<file path="src/rtl/cnt_mon_pkg.sv">
// Shared definitions for the counter event monitor: flag layout and entry format.
package cnt_mon_pkg;

    localparam int CNT_W = 4;   // default observed count width
    localparam int EVT_W = 4;   // number of event flag bits

    // Bit positions inside the event flag vector
    localparam int EVT_WRAP_UP   = 0;
    localparam int EVT_WRAP_DOWN = 1;
    localparam int EVT_JUMP      = 2;
    localparam int EVT_MATCH     = 3;

    // One queued event at the default count width
    typedef struct packed {
        logic [EVT_W-1:0] flags;
        logic [CNT_W-1:0] count;
    } evt_entry_t;

endpackage

</file>
<file path="src/rtl/event_fifo.sv">
// Small power-of-two FIFO; a push into a full FIFO is accepted only when a pop
// frees a slot in the same cycle, otherwise it is dropped and reported.
module event_fifo #(
    parameter  int DW    = 8,
    parameter  int DEPTH = 4,
    localparam int AW    = $clog2(DEPTH)
) (
    input  logic          clk,
    input  logic          reset_n,
    input  logic          push,
    input  logic [DW-1:0] wr_data,
    input  logic          pop,
    output logic [DW-1:0] rd_data,
    output logic          full,
    output logic          empty,
    output logic [AW:0]   level,
    output logic          drop
);

    logic [DW-1:0] mem_q [DEPTH];
    logic [AW-1:0] wr_ptr_q, wr_ptr_d;
    logic [AW-1:0] rd_ptr_q, rd_ptr_d;
    logic [AW:0]   level_q,  level_d;
    logic          push_acc, pop_acc;

    assign empty    = (level_q == '0);
    assign full     = (level_q == (AW+1)'(DEPTH));
    assign pop_acc  = pop && !empty;
    assign push_acc = push && (!full || pop_acc);
    assign drop     = push && !push_acc;
    assign level    = level_q;
    // Empty FIFO presents zeros rather than stale storage
    assign rd_data  = empty ? '0 : mem_q[rd_ptr_q];

    // Pointer and occupancy next-state; pointers wrap naturally at DEPTH
    always_comb begin
        wr_ptr_d = wr_ptr_q;
        rd_ptr_d = rd_ptr_q;
        level_d  = level_q;
        if (push_acc) wr_ptr_d = wr_ptr_q + 1'b1;
        if (pop_acc)  rd_ptr_d = rd_ptr_q + 1'b1;
        if (push_acc && !pop_acc)      level_d = level_q + 1'b1;
        else if (pop_acc && !push_acc) level_d = level_q - 1'b1;
    end

    // Control state, cleared asynchronously so queued events vanish on reset
    always_ff @(posedge clk or negedge reset_n) begin
        if (!reset_n) begin
            wr_ptr_q <= '0;
            rd_ptr_q <= '0;
            level_q  <= '0;
        end else begin
            wr_ptr_q <= wr_ptr_d;
            rd_ptr_q <= rd_ptr_d;
            level_q  <= level_d;
        end
    end

    // Storage needs no reset: it is only visible while level is non-zero
    always_ff @(posedge clk) begin
        if (push_acc) mem_q[wr_ptr_q] <= wr_data;
    end

endmodule

</file>
<file path="src/rtl/count_event_monitor.sv">
// Observes a counter value every cycle, classifies each transition and queues
// the resulting events for a valid/ready consumer.
module count_event_monitor
    import cnt_mon_pkg::*;
#(
    parameter int WIDTH = CNT_W,
    parameter int DEPTH = 4
) (
    input  logic                     clk,
    input  logic                     reset_n,
    input  logic [WIDTH-1:0]         count_in,
    input  logic                     cmp_en,
    input  logic [WIDTH-1:0]         cmp_value,
    output logic                     evt_valid,
    input  logic                     evt_ready,
    output logic [EVT_W-1:0]         evt_flags,
    output logic [WIDTH-1:0]         evt_count,
    output logic [$clog2(DEPTH):0]   fifo_level,
    output logic                     overflow,
    input  logic                     ovf_clr
);

    localparam logic [WIDTH-1:0] MAX = '1;

    typedef struct packed {
        logic [EVT_W-1:0] flags;
        logic [WIDTH-1:0] count;
    } entry_t;

    logic [WIDTH-1:0] prev_q;
    logic             prev_vld_q;
    logic             overflow_q, overflow_d;
    logic [WIDTH-1:0] delta;
    logic [EVT_W-1:0] flags;
    entry_t           push_e, head_e;
    logic             fifo_full, fifo_empty, fifo_drop;

    // Transition classification against the previous sample; only MATCH is
    // meaningful before the first sample has been taken
    always_comb begin
        flags = '0;
        delta = count_in - prev_q;
        if (prev_vld_q) begin
            flags[EVT_WRAP_UP]   = (prev_q == MAX) && (count_in == '0);
            flags[EVT_WRAP_DOWN] = (prev_q == '0)  && (count_in == MAX);
            flags[EVT_JUMP]      = (delta != '0) && (delta != WIDTH'(1)) && (delta != MAX);
        end
        flags[EVT_MATCH] = cmp_en && (count_in == cmp_value) &&
                           ((count_in != prev_q) || !prev_vld_q);
    end

    assign push_e = '{flags: flags, count: count_in};

    event_fifo #(
        .DW    ($bits(entry_t)),
        .DEPTH (DEPTH)
    ) u_fifo (
        .clk     (clk),
        .reset_n (reset_n),
        .push    (|flags),
        .wr_data (push_e),
        .pop     (evt_ready),
        .rd_data (head_e),
        .full    (fifo_full),
        .empty   (fifo_empty),
        .level   (fifo_level),
        .drop    (fifo_drop)
    );

    assign evt_valid = !fifo_empty;
    assign evt_flags = head_e.flags;
    assign evt_count = head_e.count;
    assign overflow  = overflow_q;

    // Sticky overflow: a drop in the same cycle as a clear keeps it set
    always_comb begin
        overflow_d = overflow_q;
        if (fifo_drop && fifo_full) overflow_d = 1'b1;
        else if (ovf_clr)           overflow_d = 1'b0;
    end

    // Previous-sample and overflow registers
    always_ff @(posedge clk or negedge reset_n) begin
        if (!reset_n) begin
            prev_q     <= '0;
            prev_vld_q <= 1'b0;
            overflow_q <= 1'b0;
        end else begin
            prev_q     <= count_in;
            prev_vld_q <= 1'b1;
            overflow_q <= overflow_d;
        end
    end

endmodule

</file>
<file path="config.mk">
export PLATFORM = sky130hd
export DESIGN_NAME = count_event_monitor
export DESIGN_NICKNAME = d
export VERILOG_FILES = /design/src/rtl/cnt_mon_pkg.sv /design/src/rtl/event_fifo.sv /design/src/rtl/count_event_monitor.sv
export SDC_FILE = /design/constraint.sdc
export NUM_CORES = 1
export LEC_CHECK = 0
export BUFFER_PORTS_ARGS = -buffer_cell sky130_fd_sc_hd__clkbuf_2
export CAP_MARGIN = 20
export CELL_PAD_IN_SITES_DETAIL_PLACEMENT = 0
export CELL_PAD_IN_SITES_GLOBAL_PLACEMENT = 1
export CORE_MARGIN = 3
export CORE_UTILIZATION = 47
export DETAILED_ROUTE_END_ITERATION = 16
export GPL_TIMING_DRIVEN = 0
export PLACE_DENSITY = 0.73
export SLEW_MARGIN = 40
export SYNTH_ARGS = -nofsm -noshare
export SYNTH_HDL_FRONTEND = slang
export SYNTH_SLANG_ARGS = --single-unit
export TNS_END_PERCENT = 1
</file>
<file path="constraint.sdc">
create_clock -name clk -period 3.43 [get_ports clk]
set_clock_uncertainty 0.15 [all_clocks]
set_input_delay 0.1715 -clock clk [delete_from_list [all_inputs] [get_ports clk]]
set_output_delay 0.1715 -clock clk [all_outputs]
set_load 0.005 [all_outputs]
</file>
After elaboration in Yosys (flattened, before gate mapping)
Memories as Yosys holds them, arrays and structs flattened.
Index checks and enable logic that the tools add are counted.
{"block": "word_totals", "n_memories": 1, "inputBits": 13, "mem_bits_ro": 0, "ramBits": 32, "latch_bits": 0, "regBits": 13}
{"block": "classes", "bitwise_logic": 0, "n_div": 0, "mul": 0, "n_addsub": 5, "n_eq_ne": 7, "n_mux": 8, "n_reduce_logical": 26, "n_shift": 0, "n_lt_le_gt_ge": 0}
{"memory": "u_fifo.mem_q", "depth": 4, "width": 8, "rd": 1, "rd_clocked_by_memory_dff": 0, "write_ports": 1, "line": "event_fifo.sv:20", "source": "logic [DW-1:0] mem_q [DEPTH];"}
{"operator": "1-bit logical AND", "n": 12}
{"operator": "3-bit 2-to-1 mux", "n": 3}
{"operator": "4-bit equality test, second input constant", "n": 2}
{"operator": "4-bit logical NOT", "n": 2}
{"operator": "8-bit 2-to-1 mux", "n": 1}
{"operator": "1-bit logical NOT", "n": 5}
{"operator": "2-bit by 1-bit adder with 2-bit output, second input constant", "n": 2}
{"operator": "4-bit equality test", "n": 1}
{"operator": "1-bit 2-to-1 mux", "n": 4}
{"operator": "4-bit by 1-bit inequality test with 1-bit output, second input constant", "n": 1}
{"operator": "4-bit inequality test", "n": 1}
{"operator": "4-bit inequality test, second input constant", "n": 1}
{"operator": "2-bit nonzero test", "n": 2}
{"operator": "4-bit nonzero test", "n": 1}
{"operator": "4-bit OR reduction", "n": 1}
{"operator": "4-bit subtractor", "n": 1}
{"operator": "3-bit by 1-bit adder with 3-bit output, second input constant", "n": 1}
{"operator": "3-bit equality test, second input constant", "n": 1}
{"operator": "3-bit logical NOT", "n": 1}
{"operator": "3-bit by 1-bit subtractor with 3-bit output, second input constant", "n": 1}
{"operator": "1-bit logical OR", "n": 2}

Longest topological paths before layout
{"block": "depth", "word_depth": 11, "depth_mapped": 13, "ltp_nobuf": 13}

Cells and area by module
From an unflattened synthesis, not the netlist that was laid out.
{"block": "unflattened", "hier_cells": 138, "hier_area_um2": 2094.5}
{"mod": "event_fifo", "seq_area_each_um2": 1136.1, "n_inst": 1, "area_per_inst_um2": 1640.3, "cells_each": 88}
{"mod": "count_event_monitor", "seq_area_each_um2": 150.1, "n_inst": 1, "area_per_inst_um2": 454.2, "cells_each": 50}

Least setup slack after synthesis
No wires, ideal clock.
{"block": "synth_path", "path_kind": "register to register", "start": "register prev_q[0]", "end": "register u_fifo.level_q[2] (netlist: u_fifo.level[2])", "setup_slack_ns": 0.364, "synth_period_minus_slack_ns": 3.066, "n_path_buf": 0, "stages_incl_launch_ff": 13, "required_ns": 3.201, "arrival_time_ns": 2.836, "setup_ns": 0.079, "path_cell_list": "dfrtp_1 > ha_1 > fa_1 > xor2_1 > o31ai_1 > or3_1 > a41oi_4 > ha_1 > inv_1 > fa_1 > xor2_1 > nor2_1 > xor2_1"}
{"block": "synth_via", "elab_chain_len": 10, "elab_cells_between_ends": 21, "cone_classes": "add/sub (1); eq/ne (4); mux (2); reduce/logical (14)"}
{"item": "from (decl)", "line": "count_event_monitor.sv:30", "source": "logic [WIDTH-1:0] prev_q;"}
{"item": "from (signal assigned)", "line": "count_event_monitor.sv:89", "source": "prev_q <= count_in;"}
{"item": "4-bit subtractor", "line": "count_event_monitor.sv:42", "source": "delta = count_in - prev_q;"}
{"item": "4-bit by 1-bit inequality test with 1-bit output / 4-bit nonzero test (equally long branches)", "line": "count_event_monitor.sv:46", "source": "flags[EVT_JUMP] = (delta != '0) && (delta != WIDTH'(1)) && (delta != MAX);"}
{"item": "1-bit logical AND (2 in a row)", "line": "count_event_monitor.sv:46"}
{"item": "3-bit 2-to-1 mux", "line": "count_event_monitor.sv:43", "source": "if (prev_vld_q) begin"}
{"item": "4-bit OR reduction (*)", "line": "count_event_monitor.sv:60", "source": ".push (|flags),"}
{"item": "1-bit logical AND (*)", "line": "event_fifo.sv:29", "source": "assign push_acc = push && (!full || pop_acc);"}
{"item": "via u_fifo.push_acc", "line": "event_fifo.sv:24", "source": "logic push_acc, pop_acc;"}
{"item": "1-bit logical NOT", "line": "event_fifo.sv:43", "source": "else if (pop_acc && !push_acc) level_d = level_q - 1'b1;"}
{"item": "1-bit logical AND", "line": "event_fifo.sv:43"}
{"item": "2-bit nonzero test (no source line)"}
{"item": "to (signal assigned)", "line": "event_fifo.sv:55", "source": "level_q <= level_d;"}
{"item": "to (decl)", "line": "event_fifo.sv:23", "source": "logic [AW:0] level_q, level_d;"}
Mark *: on every way through the listed nets, which the timed path passes. The rest lies on a longest branch.
A chain may end at the register's enable or synchronous reset.

Worst setup path in the final report
Ends and elaborated chain as after synthesis.

==> impl_metrics.json <==
{
  "status": "finished, final reports clean",
  "wirelength_um": 3570,
  "antenna_found_initial": 0,
  "maxSlewHeadroom": 0.580,
  "core_um2": 4170,
  "grt_max_degree": 14,
  "wl_per_cell_um": 16.1,
  "clk_latency_ns": 0.29,
  "ios": 26,
  "drtIter0Drc": 80,
  "route.detailed.drc": 0,
  "syn_to_final_growth_pct": 16.4,
  "ys_ff_latch": 45,
  "die_area_um2": 5330,
  "start_util": 0.506,
  "fin_nets": 194,
  "cpPeakStageDelay_ns": 0.41,
  "worstPathArrival_ns": 3.29,
  "port_buffers": 25,
  "clk_pin_slew_ns": 0.08,
  "syn_area_um2": 2110,
  "synth_area_per_cell_um2": 15.9,
  "period_minus_slack_ns": 3.22,
  "root_buffer": "clkbuf_8",
  "rsz0062_at_grt": "no",
  "htreeDepth": 2,
  "tns_ns": 0,
  "antenna_left": 0,
  "ys_types": 33,
  "synth-warning-count": 0,
  "grt_overflow": 0,
  "tightestPinTransition_ns": 0.621,
  "gp_congestion": 0.782,
  "syn_nets": 156,
  "layout_setup_ws_ns": 0.205,
  "critPathSlowestCell": "fa_1",
  "crit_buf_inv": 1,
  "max_freq_mhz": 310,
  "crit_type": "reg -> reg",
  "cts_buffer_depth": 2,
  "irDropWorstVdd_uv": 310,
  "power_density_nw_per_um2": 683,
  "cts_tree": "built",
  "die_w_um": 73.0,
  "syn_inst": 133,
  "seq_area_frac_synth": 0.609,
  "vias": 1187,
  "path_max_fanout": 4,
  "hold_viol": 0,
  "setup_violations": 0,
  "cp.required_ns": 3.50,
  "diodes": 0,
  "grt_pass1_wl_um": 5950,
  "final_max_slew_viol_count": 0,
  "detail_route.first_pass.iterations": 4,
  "drive_gt1_frac": 0.314,
  "critPathTopFamily": "adder cells",
  "cp-end-kind": "flip-flop",
  "fp-row-count": 23,
  "p_total_w": 0.00168,
  "drv_cap": 0,
  "hold_class": "in -> reg",
  "p_leak_nw": 0.975,
  "crit_path_start_kind": "flip-flop",
  "dpl.hpwl_um": 2560,
  "worstPathCellList": "ha_1 > fa_1 > xor2_2 > o31ai_1 > or3_1 > a41oi_4 > ha_1 > inv_1 > fa_1 > xor2_1 > nor2_1 > xor2_1",
  "dp_slack_ns": -0.0592,
  "die_y_um": 73.0,
  "grt_util_all_layers": 0.152,
  "cts_inserted_buffers": 5,
  "grt_pass1_vias": 1230,
  "cts.sinks": 45,
  "detail_route.vias_per_cell": 5.35,
  "min_period_over_period": 0.940
}
-- final timing paths --
path / from / slack [ns] / endpoint / cells past startpoint
worst max-delay path: prev_q[0] / 0.21 / u_fifo.level[2] / 12
worst max register to register: prev_q[0] / 0.21 / u_fifo.level[2] / 12
worst min register to register: overflow / 0.35 / overflow / 1
max in group asynchronous: reset_n / 2.72 / prev_q[0] / 2
min in group asynchronous: reset_n / 0.16 / u_fifo.level[0] / 2
worst min-delay path: count_in[0] / 0.007 / prev_q[0] / 1
-- cell families (layout without fill, tap and decap cells) --
family / Yosys count / count (layout) / share of synthesized area
buffers and inverters: 13 / 52 / 0.0231
muxes: 10 / 10 / 0.0977
DFF: 45 / 45 / 0.609
other: 1 / 1 / 0.00178
and+or+nand+nor: 33 / 33 / 0.114
AOI/OAI and AO/OA: 10 / 10 / 0.0421
adders and majority gates: 10 / 10 / 0.0664
xor gates and xnor gates: 11 / 11 / 0.0456
-- repair_timing --
action / 4_1_cts / 5_1_grt
buffers inserted: 0 / 1
hold buffers: 5 / 0
resized for setup: 0 / 2
hold endpoints to repair: 17 / 0
endpoints found under the setup margin: 0 / 2
-- layout make-up --
| class | count | area (um2) |
|---|---|---|
| Fill cell | 339 | 1710 |
| Sequential cell | 45 | 1290 |
| Multi-Input combinational cell | 75 | 797 |
| Timing Repair Buffer | 31 | 183 |
| Clock buffer | 8 | 80.1 |
| Tap cell | 50 | 62.6 |
| Inverter | 10 | 37.5 |
| Buffer | 3 | 12.5 |
-- where the power goes --
part | internal (W) | total, W | switching [W] | leakage, nW
clock network | 0.000145 | 0.000305 | 0.000160 | 0.0395
logic | 0.000324 | 0.000612 | 0.000288 | 0.476
registers | 0.000704 | 0.000763 | 0.0000585 | 0.459
total | 0.00117 | 0.00168 | 0.000507 | 0.975
-- registers in the layout, indices dropped and copies added (netlist names) --
signal	count
u_fifo.mem_q	32
prev_q	4
u_fifo.level	3
u_fifo.rd_ptr_q	2
u_fifo.wr_ptr_q	2
overflow	1
prev_vld_q	1
-- worst register-to-register path, cell delays in order, from the launching register on --
cell     delay [ns]
dfrtp_1        0.40
ha_1           0.22
fa_1           0.41
xor2_2         0.16
o31ai_1        0.08
or3_1          0.38
a41oi_4        0.28
ha_1           0.23
inv_1          0.06
fa_1           0.37
xor2_1         0.15
nor2_1         0.12
xor2_1         0.15
-- routing by layer --
layer / track usage / vias to the layer above / part of all wire / routed length [um]
li1: - / 567 / - / -
met1: 0.190 / 588 / 0.42 / 1510
met2: 0.256 / 30 / 0.52 / 1840
met3: 0.0455 / 2 / 0.054 / 192
met4: 0.0430 / 0 / 0.0062 / 22
met5: 0 / - / 0 / 0
-- per-stage QoR --
step	utilization	hold WS (ns)	instances	instance area, um2
2_1_floorplan	-	-0.274	133	2110
3_3_place_gp	0.551	-0.0688	208	2300
3_5_place_dp	0.551	-0.0589	208	2300
4_1_cts	0.582	0.00329	221	2430
5_1_grt	0.589	0.00805	222	2460
6_report	0.589	0.00694	222	2460
-- cells in the final DEF, fill, tap and decap left out, types with 2 or more instances in the layout --
cell type / count
mux4_2: 8
nor4_4: 2
or3_1: 3
clkbuf_2: 26
nand4_1: 3
a21o_1: 2
o211ai_1: 2
edfxtp_1: 32
and2_2: 4
nand2_1: 3
inv_1: 10
nor2_1: 2
ha_1: 7
dfrtp_1: 13
dlygate4sd3_1: 5
a21oi_1: 2
xnor2_1: 7
clkbuf_8: 5
and2_1: 8
clkbuf_1: 5
fa_1: 2
xor2_1: 3
nand3_1: 2
-- synthesized netlist by cell type --
library cell	n	share of area
or4b_4	1	0.0065
nand3b_1	1	0.0036
or4b_2	1	0.0047
or3_1	3	0.0089
ha_1	8	0.047
and3_1	1	0.0030
fa_1	2	0.019
and2_1	8	0.024
inv_1	10	0.018
o21ai_0	1	0.0024
a41oi_1	1	0.0041
o31ai_1	1	0.0036
a21o_1	2	0.0071
xor2_1	4	0.017
mux2_4	1	0.0071
nand3_1	2	0.0047
mux2_2	1	0.0053
nor2_2	1	0.0030
mux4_2	8	0.085
nor4_4	2	0.020
a21oi_1	2	0.0047
a41oi_4	1	0.013
dfrtp_1	13	0.15
o211ai_1	2	0.0071
nand2_1	3	0.0053
nand4_1	3	0.0089
nor2_1	2	0.0036
xnor2_1	7	0.029
conb_1	1	0.0018
clkbuf_1	3	0.0053
edfxtp_1	32	0.45
and2_2	4	0.014
nor4b_1	1	0.0041
Power figures use the tool's default switching activity.
